===== config.mk =====
export PLATFORM = sky130hd
export DESIGN_NAME = router_ingress
export DESIGN_NICKNAME = d
export VERILOG_FILES = /design/src/rtl/router_pkg.sv /design/src/rtl/router_parity.sv /design/src/rtl/router_ingress.sv
export SDC_FILE = /design/constraint.sdc
export NUM_CORES = 1
export LEC_CHECK = 0
export BUFFER_PORTS_ARGS = -buffer_cell sky130_fd_sc_hd__buf_2
export CAP_MARGIN = 20
export CORE_MARGIN = 2
export CORE_UTILIZATION = 30
export CTS_CLUSTER_DIAMETER = 60
export CTS_CLUSTER_SIZE = 20
export DETAILED_ROUTE_END_ITERATION = 6
export PLACE_DENSITY = 0.47
export RECOVER_POWER = 100
export SLEW_MARGIN = 25
export SYNTH_ARGS = -nofsm -noshare
export SYNTH_HDL_FRONTEND = slang
export SYNTH_HIERARCHICAL = 1
export SYNTH_SLANG_ARGS = --single-unit

===== constraint.sdc =====
create_clock -name clk -period 3.5 [get_ports clk]
set_input_delay 0.175 -clock clk [delete_from_list [all_inputs] [get_ports clk]]
set_output_delay 0.175 -clock clk [all_outputs]
set_load 0.005 [all_outputs]

===== src/rtl/router_pkg.sv =====
// Shared types and constants for the router ingress path.
package router_pkg;
  localparam int         NUM_PORTS    = 3;
  localparam logic [1:0] ADDR_INVALID = 2'd3;
  localparam logic [5:0] MAX_PAYLOAD  = 6'd63;

  // Header byte layout: [7:2] payload length, [1:0] destination
  typedef struct packed {
    logic [5:0] len;
    logic [1:0] addr;
  } hdr_t;

  typedef enum logic [2:0] {
    DECODE, WAIT_EMPTY, LOAD_FIRST, LOAD_DATA, CHECK_PARITY, DROP
  } state_e;

  // Per-port status lookup; the invalid address never selects a FIFO
  function automatic logic port_sel(input logic [NUM_PORTS-1:0] v, input logic [1:0] a);
    case (a)
      2'd0:    return v[0];
      2'd1:    return v[1];
      2'd2:    return v[2];
      default: return 1'b0;
    endcase
  endfunction

  function automatic logic [NUM_PORTS-1:0] port_onehot(input logic [1:0] a);
    case (a)
      2'd0:    return 3'b001;
      2'd1:    return 3'b010;
      2'd2:    return 3'b100;
      default: return 3'b000;
    endcase
  endfunction
endpackage


===== src/rtl/router_parity.sv =====
// Running XOR of packet bytes; clear wins over enable.
module router_parity (
  input  logic       clk,
  input  logic       reset,
  input  logic       clear,
  input  logic       en,
  input  logic [7:0] din,
  output logic [7:0] parity
);
  logic [7:0] par_q, par_d;

  always_comb begin
    par_d = par_q;
    if (clear)   par_d = 8'h00;
    else if (en) par_d = par_q ^ din;
  end

  always_ff @(posedge clk) begin
    if (reset) par_q <= 8'h00;
    else       par_q <= par_d;
  end

  assign parity = par_q;
endmodule


===== src/rtl/router_ingress.sv =====
// Router ingress: decodes header, streams packet into the selected output FIFO, checks parity.
// Optional length check enabled by defining ROUTER_INGRESS_LEN_CHECK_EN.
module router_ingress
  import router_pkg::*;
(
  input  logic                 clk,
  input  logic                 reset,
  input  logic [7:0]           data_in,
  input  logic                 pkt_valid,
  input  logic [NUM_PORTS-1:0] fifo_full,
  input  logic [NUM_PORTS-1:0] fifo_empty,
  input  logic [NUM_PORTS-1:0] soft_reset,
  output logic [7:0]           dout,
  output logic [NUM_PORTS-1:0] write_enb,
  output logic                 lfd_state,
  output logic                 busy,
  output logic                 parity_done,
  output logic                 err,
  output logic                 len_err
);
  state_e               state_q, state_d;
  hdr_t                 hdr_q, hdr_d;
  logic [1:0]           addr_q, addr_d;
  logic [7:0]           rx_parity_q, rx_parity_d;
  logic [7:0]           dout_q, dout_d;
  logic [NUM_PORTS-1:0] we_q, we_d;
  logic                 lfd_q, lfd_d, pdone_q, pdone_d, err_q, err_d;
  logic                 par_clr, par_en;
  logic [7:0]           par_din, par_out;
  logic                 wr, wr_lfd;
  logic [7:0]           wr_byte;
  logic                 sel_full, sel_empty, sel_srst;

  assign sel_full  = port_sel(fifo_full,  addr_q);
  assign sel_empty = port_sel(fifo_empty, addr_q);
  assign sel_srst  = port_sel(soft_reset, addr_q);

  always_comb begin
    case (state_q)
      WAIT_EMPTY, LOAD_FIRST, CHECK_PARITY: busy = 1'b1;
      LOAD_DATA:                            busy = sel_full;
      default:                              busy = 1'b0;
    endcase
  end

`ifdef ROUTER_INGRESS_LEN_CHECK_EN
  logic [5:0] cnt_q, cnt_d;
  logic       len_err_q, len_err_d;
`endif

  always_comb begin
    state_d     = state_q;
    hdr_d       = hdr_q;
    addr_d      = addr_q;
    rx_parity_d = rx_parity_q;
    err_d       = err_q;
    pdone_d     = 1'b0;
    wr          = 1'b0;
    wr_lfd      = 1'b0;
    wr_byte     = data_in;
    par_clr     = 1'b0;
    par_en      = 1'b0;
    par_din     = data_in;
`ifdef ROUTER_INGRESS_LEN_CHECK_EN
    cnt_d       = cnt_q;
    len_err_d   = len_err_q;
`endif
    case (state_q)
      DECODE: if (pkt_valid) begin
        hdr_d   = data_in;
        addr_d  = data_in[1:0];
        par_clr = 1'b1;
        err_d   = 1'b0;
`ifdef ROUTER_INGRESS_LEN_CHECK_EN
        cnt_d     = 6'd0;
        len_err_d = 1'b0;
`endif
        if (data_in[1:0] == ADDR_INVALID)           state_d = DROP;
        else if (port_sel(fifo_empty, data_in[1:0])) state_d = LOAD_FIRST;
        else                                         state_d = WAIT_EMPTY;
      end
      WAIT_EMPTY: begin
        if (sel_srst)       state_d = pkt_valid ? DROP : DECODE;
        else if (sel_empty) state_d = LOAD_FIRST;
      end
      LOAD_FIRST: begin
        if (sel_srst) state_d = pkt_valid ? DROP : DECODE;
        else begin
          wr      = 1'b1;
          wr_lfd  = 1'b1;
          wr_byte = hdr_q;
          par_en  = 1'b1;
          par_din = hdr_q;
          state_d = LOAD_DATA;
        end
      end
      LOAD_DATA: begin
        if (sel_srst) state_d = pkt_valid ? DROP : DECODE;
        else if (!sel_full) begin
          wr = 1'b1;
          if (pkt_valid) begin
            par_en = 1'b1;
`ifdef ROUTER_INGRESS_LEN_CHECK_EN
            if (cnt_q != MAX_PAYLOAD) cnt_d = cnt_q + 6'd1;
`endif
          end else begin
            // pkt_valid low marks the trailing parity byte
            rx_parity_d = data_in;
            state_d     = CHECK_PARITY;
          end
        end
      end
      CHECK_PARITY: begin
        err_d   = (rx_parity_q != par_out);
        pdone_d = 1'b1;
`ifdef ROUTER_INGRESS_LEN_CHECK_EN
        len_err_d = (cnt_q != hdr_q.len);
`endif
        state_d = DECODE;
      end
      DROP:    if (!pkt_valid) state_d = DECODE;
      default: state_d = DECODE;
    endcase
    we_d   = wr ? port_onehot(addr_q) : '0;
    dout_d = wr ? wr_byte : dout_q;
    lfd_d  = wr & wr_lfd;
  end

  always_ff @(posedge clk) begin
    if (reset) begin
      state_q     <= DECODE;
      hdr_q       <= '0;
      addr_q      <= 2'd0;
      rx_parity_q <= 8'h00;
      dout_q      <= 8'h00;
      we_q        <= '0;
      lfd_q       <= 1'b0;
      pdone_q     <= 1'b0;
      err_q       <= 1'b0;
    end else begin
      state_q     <= state_d;
      hdr_q       <= hdr_d;
      addr_q      <= addr_d;
      rx_parity_q <= rx_parity_d;
      dout_q      <= dout_d;
      we_q        <= we_d;
      lfd_q       <= lfd_d;
      pdone_q     <= pdone_d;
      err_q       <= err_d;
    end
  end

`ifdef ROUTER_INGRESS_LEN_CHECK_EN
  always_ff @(posedge clk) begin
    if (reset) begin
      cnt_q     <= 6'd0;
      len_err_q <= 1'b0;
    end else begin
      cnt_q     <= cnt_d;
      len_err_q <= len_err_d;
    end
  end
  assign len_err = len_err_q;
`else
  assign len_err = 1'b0;
`endif

  router_parity u_parity (
    .clk    (clk),
    .reset  (reset),
    .clear  (par_clr),
    .en     (par_en),
    .din    (par_din),
    .parity (par_out)
  );

  assign dout        = dout_q;
  assign write_enb   = we_q;
  assign lfd_state   = lfd_q;
  assign parity_done = pdone_q;
  assign err         = err_q;
endmodule


# Word-level counts from Yosys, hierarchy flattened
# Index checks and enable logic that the tools add are counted.
[classes] add_sub_neg=0 multipliers=0 div=0 order_cmp=0 n_eq_ne=16 n_shift=0 muxes=36 n_bitwise=6 n_reduce_logical=11
[ops] operator="3-bit two-way mux" count=10
[ops] operator="8-bit two-way mux" count=2
[ops] operator="3-bit case mux with 5 select lines" count=1
[ops] operator="1-bit two-way mux" count=13
[ops] operator="1-bit case mux with 3 select lines" count=4
[ops] operator="3-bit inequality test (second input constant)" count=3
[ops] operator="3-bit case mux with 3 select lines" count=1
[ops] operator="8-bit inequality test" count=1
[ops] operator="1-bit case mux with 2 select lines" count=4
[ops] operator="8-bit XOR" count=1
[ops] operator="2-bit == test (second input constant)" count=3
[ops] operator="3-bit by 2-bit == test with 1-bit output (second input constant)" count=2
[ops] operator="3-bit == test (second input constant)" count=2
[ops] operator="5-bit AND reduction" count=1
[ops] operator="2-bit by 1-bit == test with 1-bit output (second input constant)" count=2
[ops] operator="2-bit logical NOT" count=2
[ops] operator="2-bit inequality test (second input constant)" count=2
[ops] operator="1-bit inverter" count=4
[ops] operator="2-bit AND reduction" count=2
[ops] operator="4-bit AND reduction" count=1
[ops] operator="2-bit OR reduction" count=2
[ops] operator="3-bit by 1-bit == test with 1-bit output (second input constant)" count=1
[ops] operator="3-bit logical NOT" count=1
[ops] operator="3-bit OR reduction" count=1
[ops] operator="other kinds (3)" count=3
[totals] ff_bits=41 latchBits=0 ramBits=0 mem_bits_ro=0 input_bits=20 out_inout_bits=16 elab_cells=79 n_memories=0

# Longest topological paths before layout
# Gate-level depths: netlist of run 1.
[logic_depth] word_depth=9 mapped_depth=10 ltp_nobuf=7

# Hierarchy
# The synthesis of run 1 kept the hierarchy.
[by_module_without_submodules] module="router_ingress" n_inst=1 cells_per_inst=201 area_each_um2=1705.4 seq_area_each_um2=660.6
[by_module_without_submodules] module="router_parity" n_inst=1 cells_per_inst=36 area_each_um2=385.4 seq_area_each_um2=160.2

# Worst setup path after synthesis of run 1
# Ideal clock, no wire load.
[synth_path] path_type="reg2reg" startpoint="register addr_q[0]" endpoint="register u_parity.par_q[3], in the netlist u_parity/parity[3]" setup_time_ps=66 t_arrival_ps=1958 required_ps=3434 slack_ps=1476 path_stages_with_launch=11 n_path_buf=4 period_less_slack_ps=2024 cell_sequence="dfxtp_1 > buf_6 > mux2i_1 > o21ai_0 > a211oi_1 > buf_2 > a21boi_0 > buf_6 > buf_8 > nand3b_1 > a21oi_2"
[synth_between] elab_chain_len=5 elab_cells_between_ends=12 cone_classes="2 x eq/ne; 8 x mux; 1 x bitwise; 1 x reduce/logical"
[synth_rtl] element="from (decl)" line="router_ingress.sv:23" source="logic [1:0] addr_q, addr_d;"
[synth_rtl] element="from (signal assigned)" line="router_ingress.sv:143" source="addr_q <= addr_d;"
[synth_rtl] element="2-bit == test, or another cell as far along" line="router_pkg.sv:19" source="case (a)"
[synth_rtl] element="1-bit case mux with 3 select lines" line="router_pkg.sv:19"
[synth_rtl] element="1-bit two-way mux" line="router_ingress.sv:99" source="else if (!sel_full) begin"
[synth_rtl] element="1-bit two-way mux" line="router_ingress.sv:98" source="if (sel_srst) state_d = pkt_valid ? DROP : DECODE;"
[synth_rtl] element="1-bit case mux with 2 select lines (*)" line="router_ingress.sv:68" source="case (state_q)"
[synth_rtl] element="net par_en" line="router_ingress.sv:28" source="logic par_clr, par_en;"
[synth_rtl] element="to (signal assigned)" line="router_parity.sv:20" source="else par_q <= par_d;"
[synth_rtl] element="to (decl)" line="router_parity.sv:10" source="logic [7:0] par_q, par_d;"
# The timed path passes the listed nets; every way through them passes the cells marked *.
# A chain may end at the register's enable or synchronous reset.

# Worst setup path after layout of run 1
[layout_path] startpoint="register addr_q[0]" endpoint="register u_parity.par_q[5], in the netlist u_parity/parity[5]"
# The elaborated chain is that of the path after synthesis.

==> results.sh, run 1 <==
export IMPL_drt_vias_per_instance=4.965
export IMPL_dieArea_mm2=0.007653
export IMPL_drt_pass1_iterations=4
export IMPL_diodes=0
export IMPL_drive_gt1_share_pct=19.39
export IMPL_timing_rr_start="addr_q[0]$_SDFFE_PP0P_"
export IMPL_cts_hold_fix_buffers=0
export IMPL_synth_distinct_cells=47
export IMPL_status="finished clean"
export IMPL_final_hold_viol_count=0
export IMPL_area_growth_pct=12.99
export IMPL_portBuffers=34
export IMPL_synth_most_common_cell="dfxtp_1"
export IMPL_clock_sinks=41
export IMPL_placed_cell_area_mm2=0.002275
export IMPL_dp_hpwl_um=3275
export IMPL_synth_common_cells="41 x dfxtp_1, 23 x nor2_1, 22 x nand2_1, 21 x mux2i_1, 20 x a21oi_1"
export IMPL_tightest_slew_ns=1.415
export IMPL_finalSetupTns_ns=0
export IMPL_core_area_mm2=0.006756
export IMPL_r2r_cells=8
export IMPL_clockRootBuffer="clkbuf_8"
export IMPL_design_area_mm2=0.002362
export IMPL_maxSlewViolCount=0
export IMPL_startpoint_type="flip-flop"
export IMPL_r2r_end="u_parity/parity[5]$_SDFFE_PP0P_"
export IMPL_postSynthCellCount=237
export IMPL_clkTransAtPathRegs_ns=0.08
export IMPL_antenna_found_initial=0
export IMPL_start_util_pct=30.94
export IMPL_slew_headroom_pct=4.898
export IMPL_layout_nets=282
export IMPL_synth_top_area_cell="dfxtp_1"
export IMPL_synthAdderAreaFrac_pct=0
export IMPL_yosysSeqAreaShare_pct=39.26
export IMPL_num_vias=1703
export IMPL_hp_start="data_in[6]"
export IMPL_clk_latency_ns=0.29
export IMPL_clockBufferDepth=2
export IMPL_setup_violations=0
export IMPL_power_density_mw_per_mm2=571.5
export IMPL_synth_ff_type="dfxtp_1"
export IMPL_hold_end="hdr_q[6]$_SDFFE_PP0P_"
export IMPL_grt_max_degree=37
export IMPL_crit_arrival_ns=2.99
export IMPL_htreeDepth=2
export IMPL_drv_cap=0
export IMPL_cp_required_ns=3.66
export IMPL_io_pins=36
export IMPL_whs_ns=0.1309
export IMPL_synth_seq_cells=41
export IMPL_timing_final_crit_share_pct=80.68
export IMPL_first_global_vias=1559
export IMPL_seq_area_um2=820.8
export IMPL_fmax_mhz=354.1
export IMPL_grt_overflow_total=0
export IMPL_drt_iter0_drc=54
export IMPL_chipWidth_um=87.48
export IMPL_rrSetupSlack_ns=0.68
export IMPL_synth_compound_area_share_pct=19.45
export IMPL_grt_pass1_wl_um=7659
export IMPL_hold_path_class="in2reg"
export IMPL_synthMuxAreaShare_pct=11.13
export IMPL_syn_area_mm2=0.002091
export IMPL_power_leakage_nw=0.9811
export IMPL_syn_avg_cell_area_um2=8.822
export IMPL_synth_xor_area_share_pct=3.770
export IMPL_synth_area_leaders="dfxtp_1 39%, mux2i_1 10%, a21oi_1 4.8%"
export IMPL_multi_input_area_mm2=0.001115
export IMPL_async_flop_share_pct=0
export IMPL_rows=30
export IMPL_synth_top_family_by_area="compound AO/OA/AOI/OAI gates"
export IMPL_drc=0
export IMPL_tritoncts="done"
export IMPL_grt_usage_pct=12.94
export IMPL_ir_worst_vdd_uv=178.8
export IMPL_gp_congestion=0.8082
export IMPL_antenna_left=0
export IMPL_fin_crit_ns=2.824
export IMPL_cp_max_fo=20
export IMPL_postCtsResizedCells=0
export IMPL_fin_skew_ns=0.006065
export IMPL_cts_made_buffers=5
export IMPL_post_cts_buffers=0
export IMPL_dieHeight_um=87.48
export IMPL_rsz0062_at_grt="false"
export IMPL_synthSimpleGateAreaFrac_pct=19.15
export IMPL_ys_warn_count=6
export IMPL_post_route_util_pct=34.96
export IMPL_power_mw=1.350
export IMPL_worstSetupPathType="reg2reg"
export IMPL_synth_edf_count=0
export IMPL_netlist_area_leader_share_pct=39.26
export IMPL_totalWireLength_um=4754
export IMPL_min_delay_path_depth=3
export IMPL_synth_nets=257
export IMPL_end_kind="flip-flop"
export IMPL_nFillCells=716
export IMPL_routedWlPerCell_um=13.86
==> stage by stage <==
step                      std cells  setup WS, ns
after floorplan                 237         1.476
after global placement          335         1.023
after detailed placement        335        0.9485
after CTS                       343        0.9260
after global routing            343        0.4036
final                           343        0.6763
==> metal layers <==
metal,GRT usage [%],vias up,wire (um)
li1,-,874,-
met1,17.42,778,2341
met2,20.32,49,2134
met3,3.981,2,259
met4,2.937,0,18
met5,0,-,0
==> where the power goes <==
group	internal [mW]	switching (mW)
Clock	0.214	0.171
Sequential	0.515	0.0711
Combinational	0.158	0.220
==> placed cells by master (no fill, tap or decap), drive strengths merged, types with 5 or more instances in the layout <==
cell type / count
a21oi: 22
inv: 10
a21bo: 8
nand2: 22
buf: 29
dfxtp: 41
clkbuf: 13
nor2: 23
nand3b: 12
mux2i: 21
xor2: 8
nor3: 5
a211oi: 9
==> how the worst max path moves through the flow <==
| stage | start | to | depth (start not counted) |
|---|---|---|---|
| final | addr_q[0]$_SDFFE_PP0P_ | u_parity/parity[5]$_SDFFE_PP0P_ | 8 |
| after global routing | addr_q[0]$_SDFFE_PP0P_ | u_parity/parity[4]$_SDFFE_PP0P_ | 8 |
| after CTS | addr_q[0]$_SDFFE_PP0P_ | u_parity/parity[3]$_SDFFE_PP0P_ | 7 |
| after detailed placement | addr_q[0]$_SDFFE_PP0P_ | u_parity/parity[3]$_SDFFE_PP0P_ | 7 |
| after global placement | addr_q[0]$_SDFFE_PP0P_ | u_parity/parity[0]$_SDFFE_PP0P_ | 7 |
| after floorplan | addr_q[0]$_SDFFE_PP0P_ | u_parity/parity[3]$_SDFFE_PP0P_ | 10 |
==> registers in the layout (all words and copies together), names as in the netlist <==
signal           flops
addr_q               2
dout                 8
err                  1
hdr_q                6
lfd_state            1
parity_done          1
rx_parity_q          8
state_q              3
u_parity/parity      8
write_enb            3
==> logic make-up (layout without fill, tap and decap cells) <==
group | after synthesis | count (layout)
XOR/XNOR | 9 | 9
AO/OA/AOI/OAI | 58 | 58
AND/OR/NAND/NOR | 76 | 76
other | 1 | 1
flip-flops | 41 | 41
multiplexers | 23 | 23
buffers and inverters | 29 | 55
==> worst max-delay path, cell delays in order (launching register included) <==
cell and delay [ns]:
dfxtp_1 0.58, mux2i_1 0.30, o21ai_0 0.17, a211oi_2 0.24, clkbuf_1 0.70, a21boi_0 0.26
buf_4 0.24, a21bo_2 0.15, a21oi_1 0.05
==> layout make-up <==
type	instances	area share [%]
Inverter	11	1.748
Clock inverter	2	1.642
Timing Repair Buffer	36	7.362
Clock buffer	6	3.072
Tap cell	80	4.237
Sequential cell	41	34.75
Multi-Input combinational cell	167	47.19
Power figures use the tool's default switching activity.
==> run 2, diff against run 1 <==
--- a/config.mk
+++ b/config.mk
@@ -12,7 +12,7 @@
 export CTS_CLUSTER_DIAMETER = 60
 export CTS_CLUSTER_SIZE = 20
 export DETAILED_ROUTE_END_ITERATION = 6
-export PLACE_DENSITY = 0.47
+export PLACE_DENSITY = 0.49
 export RECOVER_POWER = 100
 export SLEW_MARGIN = 25
 export SYNTH_ARGS = -nofsm -noshare
==> constraint.sdc (replaced) <==
create_clock -name clk -period 2.33 [get_ports clk]
set_input_delay 0.1165 -clock clk [delete_from_list [all_inputs] [get_ports clk]]
set_output_delay 0.1165 -clock clk [all_outputs]
set_load 0.005 [all_outputs]
==> results.sh, run 2 (synthesis gave the netlist of run 1 again) <==
export IMPL_status="finished clean"
export IMPL_clock_sinks=41
export IMPL_crit_arrival_ns=2.26
export IMPL_dp_hpwl_um=3686
export IMPL_gp_congestion=0.8315
export IMPL_startpoint_type="flip-flop"
export IMPL_dieHeight_um=87.48
export IMPL_num_vias=1768
export IMPL_power_density_mw_per_mm2=825.2
export IMPL_layout_nets=293
export IMPL_portBuffers=34
export IMPL_dieArea_mm2=0.007653
export IMPL_rrSetupSlack_ns=0.22
export IMPL_fmax_mhz=474.3
export IMPL_hp_start="data_in[7]"
export IMPL_timing_final_crit_share_pct=90.49
export IMPL_totalWireLength_um=5152
export IMPL_cts_made_buffers=5
export IMPL_tightest_slew_ns=0.5917
export IMPL_antenna_left=0
export IMPL_htreeDepth=2
export IMPL_cp_max_fo=16
export IMPL_antenna_found_initial=0
export IMPL_drive_gt1_share_pct=20.44
export IMPL_end_kind="flip-flop"
export IMPL_grt_max_degree=23
export IMPL_first_global_vias=1645
export IMPL_hold_path_class="in2reg"
export IMPL_cp_cell_sequence="mux2i_1 -> o21ai_0 -> or3_4 -> a21boi_0 -> buf_4 -> a21bo_2 -> a21oi_1"
export IMPL_drt_pass1_iterations=5
export IMPL_hold_end="hdr_q[7]$_SDFFE_PP0P_"
export IMPL_area_growth_pct=14.90
export IMPL_finalSetupTns_ns=0
export IMPL_setup_violations=0
export IMPL_drt_vias_per_instance=4.994
export IMPL_layout_commonest_cell="dfxtp_1"
export IMPL_max_stage_delay_ns=0.49
export IMPL_fin_skew_ns=0.006811
export IMPL_grt_overflow_total=0
export IMPL_clockRootBuffer="clkbuf_8"
export IMPL_tritoncts="done"
export IMPL_drt_iter0_drc=126
export IMPL_grt_usage_pct=14.40
export IMPL_core_area_mm2=0.006756
export IMPL_start_util_pct=30.94
export IMPL_design_area_mm2=0.002402
export IMPL_r2r_end="u_parity/parity[1]$_SDFFE_PP0P_"
export IMPL_diodes=0
export IMPL_final_hold_viol_count=0
export IMPL_routedWlPerCell_um=14.55
export IMPL_slew_headroom_pct=60.55
export IMPL_timing_rr_start="addr_q[0]$_SDFFE_PP0P_"
export IMPL_r2r_cells=7
export IMPL_drv_cap=0
export IMPL_post_cts_buffers=0
export IMPL_ir_worst_vdd_uv=292.2
export IMPL_cp_required_ns=2.49
export IMPL_clkTransAtPathRegs_ns=0.09
export IMPL_clockBufferDepth=2
export IMPL_grt_pass1_wl_um=8507
export IMPL_placed_cell_area_mm2=0.002357
export IMPL_worstSetupPathType="reg2reg"
export IMPL_chipWidth_um=87.48
export IMPL_drc=0
export IMPL_min_delay_path_depth=3
export IMPL_rows=30
export IMPL_rsz0062_at_grt="false"
export IMPL_fin_crit_ns=2.108
export IMPL_crit_slowest_cell="or3_4"
export IMPL_power_leakage_nw=0.9933
export IMPL_clk_latency_ns=0.29
export IMPL_io_pins=36
export IMPL_maxSlewViolCount=0
export IMPL_layout_common_cells="41 x dfxtp_1, 23 x nor2_1, 22 x nand2_1, 22 x buf_2, 21 x mux2i_1"
==> run 2: changes by cell type in the layout (fill, tap and decap cells not counted), moves of 2 or more <==
| cell | change |
|---|---|
| clkbuf_2 | +2 |
| buf_1 | +2 |
| buf_2 | -6 |
| buf_4 | +7 |
| clkbuf_1 | +4 |
| clkinv_2 | +2 |
==> run 2: power by group <==
part | total (mW) | internal, mW | leakage (nW) | switching [mW]
logic | 0.685 | 0.284 | 0.617 | 0.401
clock network | 0.462 | 0.207 | 0.0439 | 0.255
registers | 0.835 | 0.773 | 0.332 | 0.0613
total | 1.98 | 1.26 | 0.993 | 0.718
==> run 2: layout make-up <==
cell class              count  area [um2]
clock buffers               5       68.82
clock inverters             3       17.52
fillers                   764        4354
inverters                  11       41.29
multi-input cells         167        1114
flip-flops and latches     41       820.8
well taps                  80       100.1
repair buffers             47       240.2
==> run 2: metal layers <==
layer	vias to the layer above	wire [um]	track usage, %
met3	7	229	3.412
met5	-	0	0
li1	891	-	-
met2	34	2262	21.97
met1	836	2582	19.86
met4	0	76	4.895
==> run 2: through the flow <==
stage	util [%]	setup WS [ns]	total power [mW]	instances	hold WS, ns
global placement	34.89	0.1230	1.561	346	0.3881
CTS	36.17	0.02749	2.026	354	0.07433
detailed placement	34.89	0.04417	1.561	346	0.3952
floorplan	-	0.3063	1.322	237	0.2525
global route	35.56	0.05134	2.119	354	0.08643
finish	35.56	0.2216	1.982	354	0.07784
==> run 2: what timing repair did <==
item | in CTS | in global routing
hold buffers | 0 | 0
endpoints found under the setup margin | 0 | 8
resized for setup | 0 | 1
hold endpoints to repair | 0 | 0
==> run 2: critical path: cells and delay by family, from the launching register on <==
kind,cells,cell delay (ns)
buf+inv,1,0.24
simple gates,1,0.49
compound gates,4,0.52
mux,1,0.26
flops,1,0.45
==> run 2: worst max-delay path by stage <==
stage	to	start	cells past startpoint	slack (ns)
floorplan	u_parity/parity[3]$_SDFFE_PP0P_	addr_q[0]$_SDFFE_PP0P_	10	0.31
global placement	u_parity/parity[0]$_SDFFE_PP0P_	addr_q[0]$_SDFFE_PP0P_	7	0.12
CTS	u_parity/parity[0]$_SDFFE_PP0P_	addr_q[0]$_SDFFE_PP0P_	7	0.03
finish	u_parity/parity[1]$_SDFFE_PP0P_	addr_q[0]$_SDFFE_PP0P_	7	0.22
global route	u_parity/parity[2]$_SDFFE_PP0P_	addr_q[0]$_SDFFE_PP0P_	7	0.05
detailed placement	u_parity/parity[7]$_SDFFE_PP0P_	addr_q[0]$_SDFFE_PP0P_	7	0.04
==> run 3, diff against run 2 <==
--- a/config.mk
+++ b/config.mk
@@ -8,11 +8,11 @@
 export BUFFER_PORTS_ARGS = -buffer_cell sky130_fd_sc_hd__buf_2
 export CAP_MARGIN = 20
 export CORE_MARGIN = 2
-export CORE_UTILIZATION = 30
+export CORE_UTILIZATION = 50
 export CTS_CLUSTER_DIAMETER = 60
 export CTS_CLUSTER_SIZE = 20
 export DETAILED_ROUTE_END_ITERATION = 6
-export PLACE_DENSITY = 0.49
+export PLACE_DENSITY = 0.74
 export RECOVER_POWER = 100
 export SLEW_MARGIN = 25
 export SYNTH_ARGS = -nofsm -noshare
==> results.sh, run 3 (synthesis gave the netlist of run 1 again) <==
export IMPL_layout_common_cells="41 x dfxtp_1, 23 x nor2_1, 22 x nand2_1, 22 x buf_2, 21 x mux2i_1"
export IMPL_seq_area_um2=820.8
export IMPL_p_sw_share_pct=34.51
export IMPL_timing_final_crit_share_pct=92.10
export IMPL_comb_power_share_pct=32.2
export IMPL_startpoint_type="flip-flop"
export IMPL_placed_cell_area_mm2=0.002320
export IMPL_internal_power_mw=1.376
export IMPL_gp_congestion=0.8665
export IMPL_num_vias=1761
export IMPL_status="finished clean"
export IMPL_end_kind="flip-flop"
export IMPL_rows=23
export IMPL_clockBufferDepth=2
export IMPL_tritoncts="done"
export IMPL_core_area_mm2=0.004000
export IMPL_switching_power_uw=725.2
export IMPL_cts_made_buffers=5
export IMPL_tightest_slew_ns=0.5509
export IMPL_setup_violations=0
export IMPL_p_clk_share_pct=28.3
export IMPL_first_global_vias=1533
export IMPL_nFillCells=365
export IMPL_fin_skew_ns=0.01542
export IMPL_routedWlPerCell_um=14.43
export IMPL_clock_sinks=41
export IMPL_final_hold_viol_count=0
export IMPL_layout_commonest_cell="dfxtp_1"
export IMPL_dieArea_mm2=0.004715
export IMPL_drt_pass1_iterations=4
export IMPL_design_area_mm2=0.002396
export IMPL_totalWireLength_um=4676
export IMPL_finalSetupTns_ns=0
export IMPL_drc=0
export IMPL_drv_cap=0
export IMPL_layout_nets=293
export IMPL_drt_vias_per_instance=5.435
export IMPL_maxSlewViolCount=0
export IMPL_clk_latency_ns=0.31
export IMPL_diodes=0
export IMPL_power_density_mw_per_mm2=877.0
export IMPL_drive_gt1_share_pct=20.44
export IMPL_power_leakage_nw=1.003
export IMPL_drt_iter0_drc=142
export IMPL_grt_usage_pct=21.35
export IMPL_post_cts_buffers=0
export IMPL_ir_worst_vdd_uv=401.7
export IMPL_start_util_pct=52.27
export IMPL_clockRootBuffer="clkbuf_8"
export IMPL_dieHeight_um=68.67
export IMPL_dp_hpwl_um=3365
export IMPL_crit_arrival_ns=2.36
export IMPL_grt_overflow_total=0
export IMPL_cp_max_fo=16
export IMPL_hold_path_class="in2reg"
export IMPL_grt_pass1_wl_um=7327
export IMPL_antenna_left=0
export IMPL_portBuffers=34
export IMPL_antenna_found_initial=0
export IMPL_fmax_mhz=466.0
export IMPL_cp_required_ns=2.55
export IMPL_slew_headroom_pct=63.27
export IMPL_chipWidth_um=68.67
export IMPL_fin_crit_ns=2.146
export IMPL_io_pins=36
export IMPL_rsz0062_at_grt="false"
export IMPL_htreeDepth=2
export IMPL_pwr_share_seq_pct=39.5
export IMPL_area_growth_pct=14.60
export IMPL_clkTransAtPathRegs_ns=0.09
export IMPL_grt_max_degree=22
export IMPL_multi_input_area_mm2=0.001117
export IMPL_worstSetupPathType="reg2reg"
-- run 3: power groups by stage --
| stage | clock network [mW] | registers [mW] | logic [mW] |
|---|---|---|---|
| after floorplan | 0 | 0.822 | 0.500 |
| after global placement | 0 | 0.840 | 0.693 |
| after detailed placement | 0 | 0.844 | 0.702 |
| after CTS | 0.599 | 0.828 | 0.703 |
| after global routing | 0.623 | 0.840 | 0.763 |
| final | 0.595 | 0.830 | 0.677 |
-- run 3: metrics by stage --
stage | utilization [%] | std cells | setup WS (ns) | power, mW | hold slack, ns
finish | 59.90 | 324 | 0.1840 | 2.101 | 0.07350
global route | 59.90 | 324 | 0.08529 | 2.226 | 0.08091
CTS | 60.87 | 324 | 0.07782 | 2.129 | 0.06613
detailed placement | 57.99 | 316 | 0.09596 | 1.545 | 0.3985
global placement | 57.99 | 316 | 0.1846 | 1.533 | 0.3878
floorplan | - | 237 | 0.3063 | 1.322 | 0.2525
-- run 3: final cells by class --
type,count,area share (%)
inverter,11,1.723
sequential,41,34.26
clock inverter,3,1.932
timing repair buffer,47,9.974
multi-input combinational,167,46.63
clock buffer,5,2.872
tap,50,2.611
-- run 3: metal layers --
metal | vias up | share of wire [%] | global-route usage [%]
met5 | - | 0 | 0
li1 | 896 | - | -
met4 | 0 | 1.2 | 6.250
met2 | 47 | 43 | 31.01
met3 | 6 | 5.5 | 5.682
met1 | 812 | 51 | 30.70
-- run 3: repair_timing --
item                                   in CTS  in global routing
hold buffers                                0                  0
endpoints found under the hold margin       0                  0
setup endpoints to repair                   0                  8
gates resized for setup                     0                  1
-- run 3: final timing paths --
check,from,endpoint,slack (ns),cells after the start
setup / recovery,addr_q[0]$_SDFFE_PP0P_,u_parity/parity[6]$_SDFFE_PP0P_,0.18,7
hold / removal,data_in[6],hdr_q[6]$_SDFFE_PP0P_,0.07,3
setup reg to reg,addr_q[0]$_SDFFE_PP0P_,u_parity/parity[6]$_SDFFE_PP0P_,0.18,7
hold reg to reg,hdr_q[7]$_SDFFE_PP0P_,hdr_q[7]$_SDFFE_PP0P_,0.46,2
-- run 3: worst max-delay path, stage by stage (launching register included) --
cell and delay [ns]:
dfxtp_1 0.44, mux2i_1 0.33, o21ai_2 0.09, or3_4 0.48
a21boi_0 0.18, buf_4 0.23, nand3b_1 0.10, a21oi_1 0.19
